`src/rtl/fp_add_pipe.sv`:
```
// Three-stage pipelined floating-point adder/subtractor with valid/ready handshake.
// Subnormals flush to zero; RNE or RTZ rounding; flags are {invalid, overflow, inexact}.
`timescale 1ns/1ps
module fp_add_pipe #(
    parameter int unsigned EXP_W = 8,
    parameter int unsigned MAN_W = 23
) (
    input  logic                   clk,
    input  logic                   rst,
    input  logic                   in_valid,
    output logic                   in_ready,
    input  logic [EXP_W+MAN_W:0]   in_a,
    input  logic [EXP_W+MAN_W:0]   in_b,
    input  logic                   in_sub,
    input  logic                   in_rnd,
    output logic                   out_valid,
    input  logic                   out_ready,
    output logic [EXP_W+MAN_W:0]   out_x,
    output logic [2:0]             out_flags
);

    localparam int W    = 1 + EXP_W + MAN_W;
    localparam int MW   = MAN_W + 4;  // hidden + fraction + guard/round/sticky
    localparam int SW   = MAN_W + 5;  // MW plus carry-out
    localparam int LZW  = $clog2(SW + 1);
    localparam int EMAX = (1 << EXP_W) - 1;
    localparam logic [W-1:0] QNAN = {1'b0, {EXP_W{1'b1}}, 1'b1, {(MAN_W-1){1'b0}}};

    logic stall;
    assign stall     = out_valid & ~out_ready;
    assign in_ready  = ~stall;

    // Stage registers
    logic             s1_valid_q, s2_valid_q, s3_valid_q;
    logic             s1_spec_q, s1_spec_d, s2_spec_q;
    logic [W-1:0]     s1_specx_q, s1_specx_d, s2_specx_q;
    logic [2:0]       s1_specf_q, s1_specf_d, s2_specf_q;
    logic             s1_sign_q, s1_sign_d, s2_sign_q;
    logic             s1_sub_q, s1_sub_d;
    logic             s1_rnd_q, s2_rnd_q;
    logic [EXP_W-1:0] s1_exp_q, s1_exp_d, s2_exp_q;
    logic [MW-1:0]    s1_ml_q, s1_ml_d, s1_ms_q, s1_ms_d;
    logic [SW-1:0]    s2_sum_q, s2_sum_d;
    logic [W-1:0]     s3_x_q, s3_x_d;
    logic [2:0]       s3_f_q, s3_f_d;

    // S1: unpack, classify, swap, align
    logic             sa, sb, a_nan, b_nan, a_inf, b_inf, swap;
    logic [EXP_W-1:0] ea, eb, d_exp;
    logic [MAN_W-1:0] fa, fb;
    logic [MW-1:0]    ma, mb, m_small, m_mask;
    logic [31:0]      shamt;

    always_comb begin
        sa = in_a[W-1];
        ea = in_a[W-2:MAN_W];
        fa = in_a[MAN_W-1:0];
        sb = in_b[W-1] ^ in_sub;
        eb = in_b[W-2:MAN_W];
        fb = in_b[MAN_W-1:0];

        a_nan = (&ea) & (|fa);
        b_nan = (&eb) & (|fb);
        a_inf = (&ea) & ~(|fa);
        b_inf = (&eb) & ~(|fb);

        // Zero exponent (zero or subnormal) flushes to a zero mantissa
        ma = (ea == '0) ? '0 : {1'b1, fa, 3'b000};
        mb = (eb == '0) ? '0 : {1'b1, fb, 3'b000};

        swap      = {eb, mb} > {ea, ma};
        s1_sign_d = swap ? sb : sa;
        s1_exp_d  = swap ? eb : ea;
        s1_ml_d   = swap ? mb : ma;
        m_small   = swap ? ma : mb;
        d_exp     = swap ? (eb - ea) : (ea - eb);
        s1_sub_d  = sa ^ sb;

        shamt  = 32'(d_exp);
        m_mask = ~({MW{1'b1}} << shamt);
        if (shamt >= 32'(MAN_W + 3)) begin
            s1_ms_d = {{(MW-1){1'b0}}, |m_small};
        end else begin
            s1_ms_d = (m_small >> shamt) | {{(MW-1){1'b0}}, |(m_small & m_mask)};
        end

        s1_spec_d  = 1'b0;
        s1_specx_d = QNAN;
        s1_specf_d = 3'b000;
        if (a_nan | b_nan) begin
            s1_spec_d  = 1'b1;
            s1_specf_d = {(a_nan & ~fa[MAN_W-1]) | (b_nan & ~fb[MAN_W-1]), 2'b00};
        end else if (a_inf & b_inf & (sa != sb)) begin
            s1_spec_d  = 1'b1;
            s1_specf_d = 3'b100;
        end else if (a_inf) begin
            s1_spec_d  = 1'b1;
            s1_specx_d = {sa, {EXP_W{1'b1}}, {MAN_W{1'b0}}};
        end else if (b_inf) begin
            s1_spec_d  = 1'b1;
            s1_specx_d = {sb, {EXP_W{1'b1}}, {MAN_W{1'b0}}};
        end
    end

    // S2: magnitude add/subtract; the larger operand is always the minuend
    always_comb begin
        if (s1_sub_q) s2_sum_d = {1'b0, s1_ml_q} - {1'b0, s1_ms_q};
        else          s2_sum_d = {1'b0, s1_ml_q} + {1'b0, s1_ms_q};
    end

    // S3: normalize, round, pack
    logic [LZW-1:0]   lz;
    logic [SW-2:0]    norm;
    logic [MAN_W:0]   m_n;
    logic [MAN_W+1:0] m_r;
    logic [MAN_W-1:0] frac_r;
    logic             g, r, s, up;
    int               e_pre, e_post;

    always_comb begin
        lz = LZW'(SW);
        for (int i = 0; i < SW; i++) begin
            if (s2_sum_q[i]) lz = LZW'(SW - 1 - i);
        end
        if (lz == '0) norm = {s2_sum_q[SW-1:2], s2_sum_q[1] | s2_sum_q[0]};
        else          norm = (SW-1)'(s2_sum_q << (lz - LZW'(1)));

        e_pre  = int'(s2_exp_q) + 1 - int'(lz);
        e_post = e_pre;
        m_n    = norm[SW-2:3];
        g      = norm[2];
        r      = norm[1];
        s      = norm[0];
        up     = ~s2_rnd_q & g & (r | s | m_n[0]);
        m_r    = {1'b0, m_n} + {{(MAN_W+1){1'b0}}, up};
        frac_r = m_r[MAN_W-1:0];
        if (m_r[MAN_W+1]) begin
            e_post = e_pre + 1;
            frac_r = m_r[MAN_W:1];
        end

        s3_x_d = {s2_sign_q, e_post[EXP_W-1:0], frac_r};
        s3_f_d = {2'b00, g | r | s};
        if (s2_spec_q) begin
            s3_x_d = s2_specx_q;
            s3_f_d = s2_specf_q;
        end else if (lz == LZW'(SW)) begin
            s3_x_d = '0;
            s3_f_d = 3'b000;
        end else if (e_pre <= 0) begin
            s3_x_d = {s2_sign_q, {(W-1){1'b0}}};
            s3_f_d = 3'b001;
        end else if (e_post >= EMAX) begin
            s3_f_d = 3'b011;
            if (s2_rnd_q) s3_x_d = {s2_sign_q, {(EXP_W-1){1'b1}}, 1'b0, {MAN_W{1'b1}}};
            else          s3_x_d = {s2_sign_q, {EXP_W{1'b1}}, {MAN_W{1'b0}}};
        end
    end

    always_ff @(posedge clk) begin
        if (rst) begin
            s1_valid_q <= 1'b0;
            s2_valid_q <= 1'b0;
            s3_valid_q <= 1'b0;
            s3_x_q     <= '0;
            s3_f_q     <= '0;
        end else if (!stall) begin
            s1_valid_q <= in_valid;
            s2_valid_q <= s1_valid_q;
            s3_valid_q <= s2_valid_q;
            s3_x_q     <= s3_x_d;
            s3_f_q     <= s3_f_d;
        end
    end

    always_ff @(posedge clk) begin
        if (!stall) begin
            s1_spec_q  <= s1_spec_d;
            s1_specx_q <= s1_specx_d;
            s1_specf_q <= s1_specf_d;
            s1_sign_q  <= s1_sign_d;
            s1_sub_q   <= s1_sub_d;
            s1_rnd_q   <= in_rnd;
            s1_exp_q   <= s1_exp_d;
            s1_ml_q    <= s1_ml_d;
            s1_ms_q    <= s1_ms_d;
            s2_spec_q  <= s1_spec_q;
            s2_specx_q <= s1_specx_q;
            s2_specf_q <= s1_specf_q;
            s2_sign_q  <= s1_sign_q;
            s2_rnd_q   <= s1_rnd_q;
            s2_exp_q   <= s1_exp_q;
            s2_sum_q   <= s2_sum_d;
        end
    end

    assign out_valid = s3_valid_q;
    assign out_x     = s3_x_q;
    assign out_flags = s3_f_q;

endmodule

```
`config.mk`:
```
export PLATFORM = sky130hd
export DESIGN_NAME = fp_add_pipe
export DESIGN_NICKNAME = d
export VERILOG_FILES = /design/src/rtl/fp_add_pipe.sv
export SDC_FILE = /design/constraint.sdc
export NUM_CORES = 1
export LEC_CHECK = 0
export CAP_MARGIN = 20
export CORE_MARGIN = 1.5
export CORE_UTILIZATION = 40
export CTS_CLUSTER_DIAMETER = 150
export DETAILED_ROUTE_END_ITERATION = 6
export PLACE_DENSITY_LB_ADDON = 0.15
export SLEW_MARGIN = 5
export SYNTH_ARGS = -nofsm -noshare
export SYNTH_HDL_FRONTEND = slang
export SYNTH_SLANG_ARGS = --single-unit
```
`constraint.sdc`:
```
create_clock -name clk -period 6.42 [get_ports clk]
set_input_delay 0.963 -clock clk [delete_from_list [all_inputs] [get_ports clk]]
set_output_delay 0.963 -clock clk [all_outputs]
set_load 0.005 [all_outputs]
```
### Word level (Yosys, flattened, before mapping)

Cells that the tools add are included.

* $add $sub $neg: 9
* $lt $le $gt $ge: 4
* equal/unequal tests: 2
* shift operators: 3
* multiplexer cells: 54
* bitwise operators: 30
* reductions and logical operators: 11

Operators by type and width (count)
* $mux 32: 5
* $mux 27: 5
* $mux 5: 27
* $mux 31: 2
* $reduce_or 27->1: 2
* $reduce_or 23->1: 2
* $gt 35x35->1: 1
* $ge 32x9->1 const B: 1
* $add 27x27->28: 1
* $mux 28: 1
* $shl 28x5->27: 1
* $sub 27x27->28: 1
* $and 27x27->27: 1
* $not 27->27: 1
* $or 27x1->27: 1
* $shl 27x8->27 const A: 1
* $shr 27x8->27: 1
* $add 24x1->25: 1
* $mux 24: 1
* $mux 23: 1
* $logic_not 8->1: 2
* $mux 8: 2
* $reduce_and 8->1: 2
* $sub 8x8->8: 2
* other kinds (18): 48

* bits in registers: 213
* output and inout bits: 37

### Longest topological paths before layout

Gate-level depths: netlist of run 1.

* depth after elaboration: 41
* mapped depth: 30

### Worst setup path after synthesis of run 1

No wires, ideal clock.

* kind: reg-to-reg
* start point: reg s2_sum_q[3]
* end point: reg s3_x_q[13] (netlist: out_x[13])
* arrival: 6.124 ns
* required time: 6.353 ns
* slack: 0.229 ns
* cell stages (with the launch flop): 26
* path buffers: 7
* period minus slack after synthesis: 6.191 ns
* cell sequence: edfxtp_1 buf_2 nor2b_1 a2111oi_1 o31ai_2 o211ai_2 inv_1 buf_2 buf_2 ha_1 clkbuf_1 inv_1 clkbuf_1 mux4_2 nand2_1 a21oi_1 or4b_1 or4_1 buf_2 nor3_2 o22ai_1 and4bb_1 a21o_4 a211o_4 buf_6 o21ai_2

* longest elaborated chain between the ends: 38
* elaborated cells on any way between the ends: 45

Ends and longest elaborated chain
* start, declared: RTL line 43 `logic [SW-1:0] s2_sum_q, s2_sum_d;`
* start signal, assigned: RTL line 193 `s2_sum_q <= s2_sum_d;`
* $mux 5 (25 in series): RTL line 123 `if (s2_sum_q[i]) lz = LZW'(SW - 1 - i);`
* $sub 5x1->5: RTL line 126 `else norm = (SW-1)'(s2_sum_q << (lz - LZW'(1)));`
* $shl 28x5->27: RTL line 126
* $mux 27: RTL line 125 `if (lz == '0) norm = {s2_sum_q[SW-1:2], s2_sum_q[1] | s2_sum_q[0]};`
* $or 1x1->1 (2 in series): RTL line 134 `up = ~s2_rnd_q & g & (r | s | m_n[0]);`
* $and 1x1->1: RTL line 134
* $add 24x1->25: RTL line 135 `m_r = {1'b0, m_n} + {{(MAN_W+1){1'b0}}, up};`
* $mux 32: RTL line 137 `if (m_r[MAN_W+1]) begin`
* $ge 32x9->1: RTL line 153 `end else if (e_post >= EMAX) begin`
* $mux 31: RTL line 153
* $mux 31: RTL line 150 `end else if (e_pre <= 0) begin`
* $mux 32 *: RTL line 147 `end else if (lz == LZW'(SW)) begin`
* $mux 32 *: RTL line 144 `if (s2_spec_q) begin`
* end signal, assigned: RTL line 165 `s3_x_q <= '0;`
* end signal, assigned: RTL line 171 `s3_x_q <= s3_x_d;`
* end, declared: RTL line 44 `logic [W-1:0] s3_x_q, s3_x_d;`

Mark *: on every way between the ends. The rest lies on a longest branch, timed or not.
A chain may end at the register's enable or synchronous reset.

### Worst setup path after layout of run 1

* start point: in in_b[28]
* end point: reg s1_ms_q[0], data pin

* longest elaborated chain between the ends: 10
* elaborated cells on any way between the ends: 16

Ends and longest elaborated chain
* start, declared: RTL line 13 `input logic [EXP_W+MAN_W:0] in_b,`
* $logic_not 8->1: RTL line 69 `mb = (eb == '0) ? '0 : {1'b1, fb, 3'b000};`
* $mux 27: RTL line 69
* $gt 35x35->1: RTL line 71 `swap = {eb, mb} > {ea, ma};`
* $mux 8: RTL line 76 `d_exp = swap ? (eb - ea) : (ea - eb);`
* $shl 27x8->27: RTL line 80 `m_mask = ~({MW{1'b1}} << shamt);`
* $not 27->27: RTL line 80
* $and 27x27->27: RTL line 84 `s1_ms_d = (m_small >> shamt) | {{(MW-1){1'b0}}, |(m_small & m_mask)};`
* $reduce_or 27->1: RTL line 84
* $or 27x1->27: RTL line 84
* $mux 1 *: RTL line 81 `if (shamt >= 32'(MAN_W + 3)) begin`
* via s1_ms_d[0]: RTL line 42 `logic [MW-1:0] s1_ml_q, s1_ml_d, s1_ms_q, s1_ms_d;`
* end signal, assigned: RTL line 186 `s1_ms_q <= s1_ms_d;`
* end, declared: RTL line 42

Mark *: on every way through the listed nets, which the timed path passes. The rest lies on a longest branch.

==> results.toml, run 1 <==
[synthesis]
synth.avg_cell_area_sq_um = 7.89
synth-seq-cells = 146
yosys_warnings = 0
synthesis.nets = 2013
synth_cell_types = 101
netlist_area_sq_um = 14600
ys.flop_type = "edfxtp_1"
synth-edff-count = 108
async_flop_share_pct = 0
syn_inst = 1857
synth-seq-area-share_pct = 27.3

[floorplanning]
coreArea_sq_um = 35800
die_w_um = 194
dieArea_sq_um = 37800
num_io_pins = 107
die_y_um = 194
initial_core_util_pct = 40.9
rows = 69

[hold_path]
hp-class = "reg -> reg"

[critical_path]
cp_data_required_time_ns = 6.58
crit_path_top_delay_cell = "clkdlybuf4s50_1"
crit_path_start_kind = "input pin"
critical_path_buf_inv_count = 6
cp.arrival_ns = 6.25
cp_top_family = "compound AO/OA/AOI/OAI gates"
max_stage_delay_ns = 0.43
cp-end-kind = "flip-flop"
cpMostUsedCell = "buf_4"
path_class = "in -> reg"
cp_max_fo = 27

[timing]
maxSlewHeadroom_pct = 36.1
min_period_ns = 6.09
final.setup.worst_slack_ns = 0.326
rsz0062_at_grt = "false"
fin_hold_ws_ns = 0.425
finalMaxSlewViolations = 0
finalHoldViolations = 0
fmax_ghz = 0.164
setup_tns_ns = 0
fin_crit_sh_pct = 94.9
setup_violations = 0
finalClockSkew_ns = 0.0160
tightest_slew_ns = 0.958

[grt]
grt_use_total_pct = 26.1
grt_pass1_wl_um = 77700
grt_antenna_before_repair = 0
grt_max_degree = 82
overflow = 0
grt_pass1_vias = 14200

[placement]
hpwl_um = 40700
numPortBuffers = 106
place_area_sq_um = 17300
dp_slack_ns = -0.281
gp_congestion = 0.991

[clock_tree]
clk_latency_ns = 0.44
cts_root_buf = "clkbuf_16"
cts_tree = "yes"
clk_pin_slew_ns = 0.07
cts_buffer_depth = 2
clock_sinks = 146
cts_hold_buf = 0
cts_made_buffers = 17
h-tree-depth = 4

[routing]
first_pass_iters = 6
drc = 0
vias = 14900
drtIter0Drc = 1266
final_antenna_net_count = 0
viasPerCell = 5.86
wl_per_cell_um = 19.8
routed_wl_um = 50100

[final_layout]
final_net_count = 2219
fin_area_sq_um = 18000
antenna_cells = 0
drive_gt1_share_pct = 15.1
syn_to_final_growth_pct = 22.7

[power]
ir_drop_mv = 0.281
power-per-cell-area_nw_per_um2 = 569
p_total_mw = 10.2
leakage_nw = 7.40

[status]
status = "complete, no violations"

[flow_run]
cap_violations = 0
[registers in the layout, indices dropped and copies added (netlist names)]
name and cells:
s2_specf_q 1, s1_valid_q 1, s1_exp_q 8, s2_spec_q 1, s1_specx_q 2, s1_spec_q 1
s2_exp_q 8, s2_valid_q 1, s1_specf_q 1, s1_sign_q 1, out_valid 1, s2_rnd_q 1
out_x 32, out_flags 3, s1_ml_q 24, s2_sum_q 28, s1_sub_q 1, s1_ms_q 27
s2_sign_q 1, s1_rnd_q 1, s2_specx_q 2
[placed cells by master (no fill, tap or decap), types with 9 or more instances in the layout]
cell               n
nor4_1            31
o211ai_1          36
xor2_1            11
nor2_1           201
inv_1             97
o21a_1            14
a22oi_1           13
a211oi_1          32
nand3_1           55
a21oi_1          121
a31oi_1           32
o21ai_0          123
mux4_2             9
nand4_1           24
mux2i_1           60
nand2b_1          13
nor2b_1           21
dfxtp_1           38
mux2_2            21
nand2_1          235
nor3_1            50
clkbuf_16         17
o21ai_2           11
a21o_1            14
xnor2_1           75
and3_1            11
or3_1              9
ha_1              82
o21ai_1           10
buf_4            185
clkdlybuf4s50_1  106
and2_1            10
edfxtp_1         108
[routing by layer]
| layer | vias up | GRT usage (%) | part of all wire [%] |
|---|---|---|---|
| li1 | 7248 | - | - |
| met1 | 7003 | 32.4 | 43 |
| met2 | 485 | 45.0 | 48 |
| met3 | 133 | 2.71 | 4.2 |
| met4 | 0 | 13.2 | 5.0 |
| met5 | - | 0 | 0 |
[metrics by stage]
step | utilization (%) | instances
floorplan | - | 1857
global placement | 48.3 | 2503
detailed placement | 48.3 | 2503
CTS | 50.0 | 2535
global route | 50.2 | 2537
finish | 50.2 | 2537
[layout make-up]
type                    instances  area (sq um)
fillers                      3501         17900
multi-input cells            1500          9830
flip-flops and latches        146          4000
repair buffers                297          2560
well taps                     461           577
clock buffers                  17           425
inverters                     101           382
clock inverters                15           191
[timing repair]
item | in CTS | in global routing
buffers inserted | 0 | 1
resized for setup | 0 | 6
setup endpoints to repair | 0 | 33
[final timing paths]
kind              depth (start not counted)            from  slack (ns)             end
setup reg to reg                         18    s2_sum_q[19]        0.41        out_x[5]
setup / recovery                         25        in_b[28]        0.33      s1_ms_q[0]
hold reg to reg                           0  s1_specx_q[22]        0.43  s2_specx_q[22]
hold / removal                            0  s1_specx_q[22]        0.43  s2_specx_q[22]
[Yosys cell counts (7+ instances only)]
| library cell | instances | area, sq um |
|---|---|---|
| o21a_1 | 14 | 105 |
| inv_1 | 97 | 364 |
| or4_1 | 7 | 52.6 |
| nor2_1 | 201 | 754 |
| mux2_2 | 21 | 236 |
| nor4_1 | 32 | 200 |
| a211oi_1 | 32 | 240 |
| mux2i_1 | 61 | 611 |
| nor2b_1 | 21 | 131 |
| a21o_1 | 14 | 105 |
| buf_2 | 17 | 85.1 |
| o221ai_1 | 7 | 61.3 |
| xnor2_1 | 77 | 674 |
| o2111ai_1 | 8 | 70.1 |
| o31ai_1 | 8 | 60.1 |
| mux4_2 | 9 | 203 |
| o22ai_1 | 8 | 50.1 |
| dfxtp_1 | 38 | 761 |
| nand2b_1 | 13 | 81.3 |
| nor3_1 | 50 | 250 |
| xor2_1 | 11 | 96.3 |
| o21bai_1 | 7 | 52.6 |
| and3_1 | 11 | 68.8 |
| nand3_1 | 55 | 275 |
| buf_1 | 14 | 52.6 |
| o21ai_1 | 10 | 50.1 |
| a31oi_1 | 32 | 200 |
| a22oi_1 | 13 | 97.6 |
| o211ai_1 | 36 | 270 |
| ha_1 | 83 | 1040 |
| nand2_1 | 235 | 882 |
| or3_1 | 9 | 56.3 |
| o21ai_0 | 123 | 616 |
| a32oi_1 | 8 | 70.1 |
| clkbuf_1 | 72 | 270 |
| edfxtp_1 | 108 | 3240 |
| nand4_1 | 24 | 150 |
| a21oi_1 | 121 | 606 |
| o21ai_2 | 11 | 96.3 |
| and2_1 | 10 | 62.6 |
[power breakdown]
group	switching, mW	internal, mW	total (mW)
logic	4.39	3.29	7.69
registers	0.218	1.31	1.53
clock network	0.475	0.527	1.00
total	5.09	5.13	10.2
[logic make-up after synthesis]
kind of cell             count (synthesis)  share of synthesized area [%]
adder cells (fa/ha/maj)                 87                           7.57
flip-flops                             146                           27.3
XOR/XNOR                                90                           5.56
multiplexers                            91                           7.17
AND/OR/NAND/NOR                        704                           22.5
buffers and inverters                  211                           5.83
AO/OA/AOI/OAI                          528                           24.1
[worst reg2reg max path: stages, from the launching register on]
cell and delay (ns):
edfxtp_1 0.52, buf_4 0.22, or4_1 0.51, a311oi_4 0.42
o21a_4 0.38, xnor2_4 0.22, buf_4 0.33, mux2i_1 0.15
a211oi_1 0.43, a211oi_1 0.14, nor4_4 0.37, nand3_1 0.17
or4_1 0.68, nor4_2 0.32, and2_1 0.18, o21ai_2 0.08
a21o_4 0.23, a211o_4 0.45, o21ai_1 0.16
Note: power is estimated with default switching activity, not from simulation.
==> run 2: changes to the inputs <==
CORE_ASPECT_RATIO = 1.75   (was not set)
GPL_TIMING_DRIVEN = 0   (was not set)
==> run 2 against run 1 <==
Against the previous run: sequential share of layout area decreased by 0.43 points; sequential cell count unchanged; hold slack got worse by 0.0093 ns; critical path depth decreased by 2; via count increased by 4.1%; sequential power increased by 3%; register-to-register slack got worse by 0.37 ns; final area increased by 2.0%; clock skew decreased by 0.0064 ns; fmax decreased by 4.4%; die area increased by 0.12%.
==> results.toml, run 2 (synthesis gave the netlist of run 1 again) <==
[clock_tree]
clock_sinks = 146
cts_buffer_depth = 2
clk_pin_slew_ns = 0.07
cts_root_buf = "clkbuf_16"
cts_tree = "yes"
cts_made_buffers = 17
clk_latency_ns = 0.45
cts_hold_buf = 0
h-tree-depth = 4

[grt]
grt_use_total_pct = 33.6
grt_antenna_before_repair = 2
overflow = 0
grt_pass1_wl_um = 93700
grt_pass1_vias = 15600
grt_max_degree = 63

[final_layout]
largest_reg_flops = 32
fin_area_sq_um = 18300
final_net_count = 2192
final_cell_mix = "229 x nand2_1, 197 x nor2_1, 110 x o21ai_0"
layout_commonest_cell = "nand2_1"
syn_to_final_growth_pct = 25.1
drive_gt1_share_pct = 16.9

[placement]
dp_slack_ns = -3.39
hpwl_um = 51200
gp_congestion = 1.05
place_area_sq_um = 16300
numPortBuffers = 105

[floorplanning]
coreArea_sq_um = 36000
num_io_pins = 107
dieArea_sq_um = 37800
initial_core_util_pct = 40.7
die_y_um = 256
rows = 92
die_w_um = 148

[critical_path]
critical_path.startpoint = "s2_sum_q[14]"
path_class = "reg -> reg"
cp.arrival_ns = 6.76
cp_max_fo = 10
r2r_start = "s2_sum_q[14]"
cp-end-kind = "flip-flop"
crit_path_start_kind = "flip-flop"
cp_data_required_time_ns = 6.81

[timing]
finalClockSkew_ns = 0.00955
tightest_slew_ns = 1.01
min_period_ns = 6.38
fin_crit_sh_pct = 99.3
fmax_ghz = 0.157
final.setup.worst_slack_ns = 0.0443
fin_hold_ws_ns = 0.416
finalHoldViolations = 0
finalMaxSlewViolations = 0
maxSlewHeadroom_pct = 32.9
setup_violations = 0
rsz0062_at_grt = "false"

[routing]
first_pass_iters = 6
vias = 15500
drtIter0Drc = 1012
wl_per_cell_um = 25.4
routed_wl_um = 64000
final_antenna_net_count = 0
viasPerCell = 6.14
drc = 0

[power]
power-per-cell-area_nw_per_um2 = 601
ir_drop_mv = 0.335
leakage_nw = 7.37

[flow_run]
cap_violations = 0

[status]
status = "complete, no violations"

[hold_path]
hold_start = "s1_exp_q[7]"
hp-class = "reg -> reg"
[run 2: critical path, cell delays in order, from the launching register on]
cell       delay [ns]
edfxtp_1         0.66
nor2_1           0.20
o31ai_1          0.10
a2111oi_2        0.52
and2_2           0.36
inv_1            0.15
ha_4             0.24
xnor2_4          0.19
buf_12           0.14
buf_8            0.15
mux2i_1          0.13
a222oi_1         0.57
o22ai_1          0.28
a211oi_2         0.44
nand2b_1         0.13
or4_1            0.42
buf_4            0.18
nor4_4           0.27
and2_4           0.18
o21ai_2          0.07
a21o_4           0.23
a211o_4          0.36
buf_6            0.17
o21ai_2          0.13
[run 2: path summary, 6_finish.rpt]
kind / slack, ns / cells past startpoint / endpoint
worst max-delay path: 0.04 / 23 / out_x[13]
worst min-delay path: 0.42 / 0 / s2_exp_q[7]
worst max register to register: 0.04 / 23 / out_x[13]
worst min register to register: 0.42 / 0 / s2_exp_q[7]
[run 2: cell type report]
class	instances	area [sq um]
multi-input cells	1501	10500
well taps	470	588
clock inverters	14	186
inverters	101	382
diodes	2	5.00
flip-flops and latches	146	4000
plain buffers	97	607
clock buffers	18	439
repair buffers	172	1620
fillers	3519	17700
[run 2: stage by stage]
step	TNS (ns)	util [%]	instances	power (mW)
6_report	0	50.9	2521	11.0
3_5_place_dp	-232.07	45.3	2435	8.74
5_1_grt	0	50.9	2521	11.5
4_1_cts	-0.0712	48.8	2481	10.3
3_3_place_gp	-271.14	45.2	2432	8.77
2_1_floorplan	0	-	1857	6.23
[run 2: layer usage]
layer	vias up	routed length [um]	GRT usage, %	share of wire (%)
li1	7196	-	-	-
met1	7307	19300	28.8	30
met2	651	34700	64.3	54
met3	327	2640	4.65	4.1
met4	0	7340	31.8	11
met5	-	0	0	0
[run 2: repair_timing]
item | in CTS | in global routing
gates cloned | 0 | 2
endpoints found under the setup margin | 93 | 71
pin swaps | 18 | 29
gates resized for setup | 142 | 126
buffers inserted | 24 | 39
[run 2: power breakdown]
group          switching [mW]  internal (mW)
Clock                   0.451          0.603
Combinational            5.11           3.28
Sequential              0.267           1.31
